`src/rtl/mult_pkg.sv`:
```
// mult_pkg: shared types and sizing for the radix-4 Booth multiplier.
package mult_pkg;
  localparam int MULT_WIDTH = 32;
  localparam int ITERS = MULT_WIDTH / 2;
  localparam int CNT_W = $clog2(ITERS) + 1;
  typedef enum logic [1:0] {IDLE, BUSY, DONE} state_t;
  typedef enum logic [2:0] {BOOTH_ZERO, BOOTH_POS1, BOOTH_POS2, BOOTH_NEG1, BOOTH_NEG2} booth_op_t;
  function automatic booth_op_t booth_decode(input logic [2:0] t);
    return (t == 3'b011) ? BOOTH_POS2 :
           (t == 3'b100) ? BOOTH_NEG2 :
           (t == 3'b001 || t == 3'b010) ? BOOTH_POS1 :
           (t == 3'b101 || t == 3'b110) ? BOOTH_NEG1 : BOOTH_ZERO;
  endfunction
endpackage

```
`src/rtl/booth_encoder.sv`:
```
// booth_encoder: recodes a multiplier triplet into a sign-extended partial product plus carry-in.
module booth_encoder
  import mult_pkg::*;
#(parameter int WIDTH = MULT_WIDTH) (
  input  logic [2:0]       triplet_i,
  input  logic [WIDTH-1:0] a_i,
  output logic [WIDTH+1:0] pp_o,
  output logic             cin_o
);
  booth_op_t op;
  logic [WIDTH+1:0] a1, a2, mag;
  logic neg;
  assign op = booth_decode(triplet_i);
  assign a1 = {{2{a_i[WIDTH-1]}}, a_i};
  assign a2 = {a_i[WIDTH-1], a_i, 1'b0};
  assign mag = (op == BOOTH_POS2 || op == BOOTH_NEG2) ? a2 : (op == BOOTH_ZERO) ? '0 : a1;
  assign neg = op == BOOTH_NEG1 || op == BOOTH_NEG2;
  // negation completes in the accumulator adder through cin_o
  assign pp_o = neg ? ~mag : mag;
  assign cin_o = neg;
endmodule

```
`src/rtl/booth_multiplier.sv`:
```
// booth_multiplier: sequential signed radix-4 Booth multiplier with overflow flag.
// Define MULT_HI_EN to expose the upper product half on product_hi.
module booth_multiplier
  import mult_pkg::*;
#(parameter int WIDTH = MULT_WIDTH) (
  input  logic             clock,
  input  logic             reset,
  input  logic [WIDTH-1:0] A,
  input  logic [WIDTH-1:0] B,
  input  logic             start,
  output logic [WIDTH-1:0] product,
  output logic             ready,
  output logic             exception
`ifdef MULT_HI_EN
  ,
  output logic [WIDTH-1:0] product_hi
`endif
);
  localparam int N = WIDTH / 2;
  localparam int CW = $clog2(N) + 1;
  localparam int PW = 2 * WIDTH + 3;
  state_t state_q;
  logic [CW-1:0] cnt_q;
  logic [WIDTH-1:0] a_q, product_q;
  logic [PW-1:0] p_q, p_d;
  logic [WIDTH+1:0] pp, sum;
  logic [2*WIDTH-1:0] full;
  logic [WIDTH:0] top_bits;
  logic cin, last, ready_q, exception_q;
`ifdef MULT_HI_EN
  logic [WIDTH-1:0] product_hi_q;
  assign product_hi = product_hi_q;
`endif
  booth_encoder #(.WIDTH(WIDTH)) u_enc (
    .triplet_i(p_q[2:0]),
    .a_i      (a_q),
    .pp_o     (pp),
    .cin_o    (cin)
  );
  assign sum = p_q[PW-1:WIDTH+1] + pp + {{(WIDTH+1){1'b0}}, cin};
  assign p_d = {{2{sum[WIDTH+1]}}, sum, p_q[WIDTH:2]};
  assign full = p_d[2*WIDTH:1];
  // fits in WIDTH signed bits only if the top WIDTH+1 bits are a pure sign extension
  assign top_bits = full[2*WIDTH-1:WIDTH-1];
  assign last = cnt_q == CW'(N - 1);
  always_ff @(posedge clock) begin
    if (reset) begin
      state_q <= IDLE;
      cnt_q <= '0;
      a_q <= '0;
      p_q <= '0;
      product_q <= '0;
      ready_q <= 1'b0;
      exception_q <= 1'b0;
`ifdef MULT_HI_EN
      product_hi_q <= '0;
`endif
    end else begin
      ready_q <= state_q == DONE;
      if (start) begin
        state_q <= BUSY;
        cnt_q <= '0;
        a_q <= A;
        p_q <= {{(WIDTH+2){1'b0}}, B, 1'b0};
      end else if (state_q == BUSY) begin
        p_q <= p_d;
        cnt_q <= cnt_q + CW'(1);
        if (last) begin
          state_q <= DONE;
          product_q <= full[WIDTH-1:0];
          exception_q <= !(&top_bits || ~|top_bits);
`ifdef MULT_HI_EN
          product_hi_q <= full[2*WIDTH-1:WIDTH];
`endif
        end
      end else if (state_q == DONE) begin
        state_q <= IDLE;
      end
    end
  end
  assign product = product_q;
  assign ready = ready_q;
  assign exception = exception_q;
endmodule

```
`config.mk`:
```
export PLATFORM = sky130hd
export DESIGN_NAME = booth_multiplier
export DESIGN_NICKNAME = d
export VERILOG_FILES = /design/src/rtl/mult_pkg.sv /design/src/rtl/booth_encoder.sv /design/src/rtl/booth_multiplier.sv
export SDC_FILE = /design/constraint.sdc
export NUM_CORES = 1
export LEC_CHECK = 0
export BUFFER_PORTS_ARGS = -buffer_cell sky130_fd_sc_hd__buf_2
export CORE_MARGIN = 2
export CORE_UTILIZATION = 55
export CTS_BUF_LIST = sky130_fd_sc_hd__clkbuf_16
export DETAILED_ROUTE_END_ITERATION = 10
export PLACE_DENSITY = 0.76
export SYNTH_ARGS = -nofsm -noshare
export SYNTH_HDL_FRONTEND = slang
export SYNTH_SLANG_ARGS = --single-unit
```
`constraint.sdc`:
```
create_clock -name clock -period 6.1 [get_ports clock]
set_input_delay 1.22 -clock clock [delete_from_list [all_inputs] [get_ports clock]]
set_output_delay 1.22 -clock clock [all_outputs]
set_load 0.02 [all_outputs]
```
=== Yosys cells after proc, flatten, opt, wreduce, memory -nomap -nowiden ===
Index checks and enable logic that the tools add are counted.

* $add $sub $neg: 3
* Equality and inequality tests: 14
* Mux-type cells: 13
* Bitwise gates (word level): 2
* Reduce and logical (&&, ||, !) cells: 17

{| class="wikitable"
|+ Operator list
! kind !! count
|-
| $mux 34 || 3
|-
| $mux 33 || 2
|-
| $add 34x1->34 || 1
|-
| $add 34x34->34 || 1
|-
| $not 34->34 || 1
|-
| $reduce_and 33->1 || 1
|-
| $reduce_or 33->1 || 1
|-
| $eq 3x2->1 const B || 4
|-
| $eq 3x3->1 const B || 4
|-
| $mux 3 || 3
|-
| $mux 2 || 4
|-
| $add 5x1->5 const B || 1
|-
| $eq 5x4->1 const B || 1
|-
| $logic_or 1x1->1 || 5
|-
| $reduce_and 2->1 || 2
|-
| $reduce_bool 2->1 || 2
|-
| $eq 3x1->1 const B || 1
|-
| $logic_not 3->1 || 1
|-
| $ne 3x3->1 const B || 1
|-
| $reduce_and 3->1 || 1
|-
| $reduce_bool 3->1 || 1
|-
| $eq 2x1->1 const B || 1
|-
| $eq 2x2->1 const B || 1
|-
| $logic_not 1->1 || 2
|-
| other kinds (4) || 4
|}

* Register bits after elaboration: 138
* Output and inout bits: 34
* Logic and storage cells: 58

=== Depth between registers and ports, before layout ===
* Word-level depth: 17
* Gate-level depth with buffers: 18
* Gate-level depth less buffers: 15

=== Hierarchy ===
A second synthesis with hierarchy kept.

* Cells, all modules: 1030
* Area total of the unflattened synthesis: 8431.8 um^2

{| class="wikitable"
|+ By module, submodules not included
! module !! times used !! cells each !! area each (um^2)
|-
| booth_multiplier || 1 || 902 || 7210.7
|-
| booth_encoder || 1 || 128 || 1221.2
|}

=== Least setup slack after synthesis ===
Ideal clock, no wire load.

* Path kind: reg-to-reg
* From: register p_q[2]
* To: register exception_q (netlist: exception)
* Setup time: 0.115 ns
* Arrival time: 4.476 ns
* Setup slack: 1.509 ns
* Cell stages (with the launch flop): 18
* Cells stage by stage: dfxtp_1 > clkbuf_1 > clkbuf_1 > xor2_1 > a22oi_1 > o21ai_0 > ha_1 > buf_4 > a21o_1 > a21oi_1 > o21bai_1 > a221o_1 > a221oi_1 > xor2_1 > or4_1 > or4_1 > or4_1 > and3_1

* Longest elaborated chain between the ends: 17
* Elaborated cells between the ends (all ways): 29
* Those cells by class: add/sub (2); eq/ne (9); mux (7); bitwise (1); reduce/logical (10)

{| class="wikitable"
|+ Ends and longest elaborated chain
! element !! line !! text
|-
| start, declared || booth_multiplier.sv:25 || <nowiki>logic [PW-1:0] p_q, p_d;</nowiki>
|-
| start signal, assigned || booth_multiplier.sv:64 || <nowiki>p_q <= {{(WIDTH+2){1'b0}}, B, 1'b0};</nowiki>
|-
| start signal, assigned || booth_multiplier.sv:66 || <nowiki>p_q <= p_d;</nowiki>
|-
| $eq 3x3->1 || mult_pkg.sv:12 || <nowiki>(t == 3'b101 || t == 3'b110) ? BOOTH_NEG1 : BOOTH_ZERO;</nowiki>
|-
| $logic_or 1x1->1 || mult_pkg.sv:12 ||
|-
| $mux 2 || mult_pkg.sv:12 ||
|-
| $mux 3 || mult_pkg.sv:11 || <nowiki>(t == 3'b001 || t == 3'b010) ? BOOTH_POS1 :</nowiki>
|-
| $mux 3 || mult_pkg.sv:10 || <nowiki>(t == 3'b100) ? BOOTH_NEG2 :</nowiki>
|-
| $mux 3 * || mult_pkg.sv:9 || <nowiki>return (t == 3'b011) ? BOOTH_POS2 :</nowiki>
|-
| $logic_not 3->1 (tied with other cells) || booth_encoder.sv:16 || <nowiki>assign mag = (op == BOOTH_POS2 || op == BOOTH_NEG2) ? a2 : (op == BOOTH_ZERO) ? '0 : a1;</nowiki>
|-
| $mux 34 or $logic_or 1x1->1 (tied branches) || booth_encoder.sv:16 ||
|-
| $mux 34 || booth_encoder.sv:16 ||
|-
| $not 34->34 || booth_encoder.sv:19 || <nowiki>assign pp_o = neg ? ~mag : mag;</nowiki>
|-
| $mux 34 || booth_encoder.sv:19 ||
|-
| $add 34x34->34 || booth_multiplier.sv:40 || <nowiki>assign sum = p_q[PW-1:WIDTH+1] + pp + {{(WIDTH+1){1'b0}}, cin};</nowiki>
|-
| $add 34x1->34 * || booth_multiplier.sv:40 ||
|-
| $reduce_or 33->1 || booth_multiplier.sv:71 || <nowiki>exception_q <= !(&top_bits || ~|top_bits);</nowiki>
|-
| $logic_not 1->1 || booth_multiplier.sv:71 ||
|-
| $logic_or 1x1->1 * || booth_multiplier.sv:71 ||
|-
| $logic_not 1->1 * || booth_multiplier.sv:71 ||
|-
| end signal, assigned || booth_multiplier.sv:71 ||
|-
| end, declared || booth_multiplier.sv:29 || <nowiki>logic cin, last, ready_q, exception_q;</nowiki>
|}

Every way passes the cells marked *; elsewhere a longest branch is shown, timed or not.
A chain may end at the register's enable or synchronous reset.

=== Worst setup path in the final report ===
* From: register p_q[1]
* To: register exception_q (netlist: exception)

Same word-level chain as after synthesis.

==> results.sh <==
export IMPL_run_status="finished clean"
export IMPL_core_rowCount=45
export IMPL_synth_largest_type_area_fraction_pct=32.8
export IMPL_die_height_um=128
export IMPL_leakagePower_nw=4.00
export IMPL_final_setup_tns_ns=0
export IMPL_cts_setup_buffers=0
export IMPL_post_route_util_pct=63.0
export IMPL_grt_util_met2_pct=45.5
export IMPL_synth_top_area_cell="sky130_fd_sc_hd__dfxtp_1"
export IMPL_summed_instance_area_of_the_synthesized_netlist_sq_um=8420
export IMPL_unrepaired_setup_endpoints_after_global_routing="no"
export IMPL_final_cell_count_no_fill=1368
export IMPL_global_route_wire_length_before_repair_mm=36.1
export IMPL_n_antenna_cell=0
export IMPL_gr_max_usage_layer="met2"
export IMPL_regToRegSetupSlack_ns=1.15
export IMPL_clk_insertion_delay_late_ns=0.43
export IMPL_synth_register_bits=138
export IMPL_min_period_over_period_pct=81.1
export IMPL_timing_slew_headroom_pct=32.4
export IMPL_critical_path_max_fanout=31
export IMPL_grt_use_total_pct=27.4
export IMPL_required_ns=6.43
export IMPL_worst_setup_path_start_kind="register"
export IMPL_timing_clock_skew_ns=0.00898
export IMPL_holdBufCountCts=0
export IMPL_final_max_slew_violation_count=0
export IMPL_worst_hold_path_type="register to register"
export IMPL_synth_area_per_cell_sq_um=7.55
export IMPL_cp_data_arrival_time_ns=5.27
export IMPL_floorplan_initialDensity_pct=55.8
export IMPL_die_area_sq_um=16300
export IMPL_final_period_minus_worst_setup_slack_ns=4.95
export IMPL_via_per_inst=5.98
export IMPL_kind_of_capture_point_of_the_worst_setup_path="register"
export IMPL_grt_met1_usage_pct=34.1
export IMPL_drt_antenna_violating_nets=0
export IMPL_worst_slew_pin_slew_ns=1.01
export IMPL_achievable_frequency_ghz=0.202
export IMPL_post_route_worst_setup_slack_ns=1.15
export IMPL_synth_async_reset_ratio_pct=0
export IMPL_power_per_cell_area_nw_per_um2=245
export IMPL_postSynth_topFlopCell="sky130_fd_sc_hd__dfxtp_1"
export IMPL_total_number_of_yosys_warnings=0
export IMPL_groute_layer_met3_usage_pct=5.97
export IMPL_post_cts_resize_count=0
export IMPL_detailed_place_hpwl_mm=15.6
export IMPL_yosys_cell_types_count=86
export IMPL_maximum_number_of_pins_on_one_net_before_global_route_repair=101
export IMPL_drc=0
export IMPL_yosys_cell_count_top_type="sky130_fd_sc_hd__nand2_1"
export IMPL_gp_congestion=1.02
export IMPL_post_synth_inst_count=1115
export IMPL_ctsRootBufferMaster="sky130_fd_sc_hd__clkbuf_16"
export IMPL_cts_max_level=4
export IMPL_drive_above_1_share_pct=15.4
export IMPL_floorplan_core_area_sq_um=15100
export IMPL_cap_violations=0
export IMPL_tritoncts="built"
export IMPL_num_vias=8181
export IMPL_placed_cells=1337
export IMPL_clock_sink_count=138
export IMPL_synth_commonest_cells="sky130_fd_sc_hd__nand2_1, sky130_fd_sc_hd__a21oi_1, sky130_fd_sc_hd__dfxtp_1, sky130_fd_sc_hd__nor2_1, sky130_fd_sc_hd__o21ai_0"
export IMPL_initialDrtViolationCount=579
export IMPL_max_clock_path_buffers=2
export IMPL_area_growth_syn_to_layout_pct=12.8
export IMPL_timing_final_setup_violations=0
export IMPL_design_portCount=101
export IMPL_dpl_worst_slack_ns=1.25
export IMPL_peakVddDrop_mv=0.202
export IMPL_first_pass_iters=5
export IMPL_final_hold_viol_count=0
export IMPL_post_detailed_route_wirelength_per_cell_um=16.7
export IMPL_critical_path_class="register to register"
export IMPL_finish_net_count=1270
export IMPL_postRouteWirelength_mm=22.8
export IMPL_cts_inserted_buffers=17
export IMPL_synth_nets=1217
export IMPL_io_buffer_count=100
export IMPL_clkTransAtPathRegs_ns=0.06
export IMPL_global_route_total_overflow=0
export IMPL_first_global_vias=7277
export IMPL_ys_top_cells_by_area="sky130_fd_sc_hd__dfxtp_1, sky130_fd_sc_hd__a21oi_1, sky130_fd_sc_hd__nand2_1"
export IMPL_synth_enable_flop_cells=0
export IMPL_seq_area_frac_synth_pct=32.8
export IMPL_die_w_um=128
export IMPL_grt_antenna_before_repair=0
==> sequential cells by signal, indices dropped and copies added (netlist names) <==
signal / cells
p_q: 65
state_q: 2
product: 32
cnt_q: 5
ready: 1
a_q: 32
exception: 1
==> worst max-delay path: stages (launching register included) <==
cell and delay, ns:
sky130_fd_sc_hd__dfxtp_1 0.40, sky130_fd_sc_hd__or3b_2 0.78, sky130_fd_sc_hd__o21ai_0 0.34, sky130_fd_sc_hd__inv_1 0.10, sky130_fd_sc_hd__fa_1 0.43, sky130_fd_sc_hd__and2b_4 0.30, sky130_fd_sc_hd__o211ai_4 0.09, sky130_fd_sc_hd__a21oi_1 0.39
sky130_fd_sc_hd__nor2_1 0.13, sky130_fd_sc_hd__xnor2_1 0.36, sky130_fd_sc_hd__and4_1 0.25, sky130_fd_sc_hd__nand4_1 0.12, sky130_fd_sc_hd__or4_1 0.53, sky130_fd_sc_hd__or4_1 0.46, sky130_fd_sc_hd__and3_1 0.17
==> power by group <==
part	internal, mW	total (mW)	switching, mW
logic	0.127	0.341	0.214
clock network	0.602	1.03	0.426
registers	0.932	0.963	0.0311
total	1.66	2.33	0.671
==> worst paths after layout <==
| check | startpoint | endpoint | depth (start not counted) |
|---|---|---|---|
| min | product[20] | product[20] | 2 |
| max reg2reg | p_q[1] | exception | 14 |
| min reg2reg | product[20] | product[20] | 2 |
| max | p_q[1] | exception | 14 |
==> per-stage QoR <==
| step | hold WS, ns | instance area (sq um) | total power, mW |
|---|---|---|---|
| floorplan | 0.436 | 8420 | 1.22 |
| global placement | 0.438 | 8930 | 1.31 |
| detailed placement | 0.443 | 8930 | 1.31 |
| CTS | 0.452 | 9500 | 2.34 |
| global route | 0.467 | 9500 | 2.43 |
| finish | 0.449 | 9500 | 2.33 |
==> logic make-up after synthesis <==
logic type | Yosys count | share of synthesized area, %
and+or+nand+nor | 422 | 22.4
AOI/OAI and AO/OA | 342 | 25.2
DFF | 138 | 32.8
buffers and inverters | 89 | 4.50
xor gates and xnor gates | 54 | 5.62
muxes | 35 | 4.17
adders and majority gates | 35 | 5.29
==> layout make-up <==
| type | count | area, sq um |
|---|---|---|
| fillers | 1377 | 5590 |
| flip-flops and latches | 138 | 2760 |
| repair buffers | 110 | 578 |
| clock buffers | 17 | 425 |
| multi-input cells | 888 | 5310 |
| well taps | 188 | 235 |
| clock inverters | 14 | 148 |
| inverters | 13 | 48.8 |
==> metal layers <==
layer	part of all wire (%)	vias to the layer above	wire length (um)
li1	-	4038	-
met1	44	3835	9940
met2	47	262	10700
met3	5.6	46	1280
met4	3.6	0	821
met5	0	-	0
==> cell usage in the layout (no fill, tap or decap), types with 12 or more instances in the layout <==
cell                        count
sky130_fd_sc_hd__a21oi_1      160
sky130_fd_sc_hd__a22oi_1       30
sky130_fd_sc_hd__clkbuf_16     17
sky130_fd_sc_hd__xor2_1        44
sky130_fd_sc_hd__nor2_1       127
sky130_fd_sc_hd__nand3_1       12
sky130_fd_sc_hd__buf_2         99
sky130_fd_sc_hd__nand2_1      198
sky130_fd_sc_hd__ha_1          34
sky130_fd_sc_hd__o21ai_0       55
sky130_fd_sc_hd__inv_1         14
sky130_fd_sc_hd__dfxtp_1      137
sky130_fd_sc_hd__mux2i_1       34
Power figures use the tool's default switching activity.
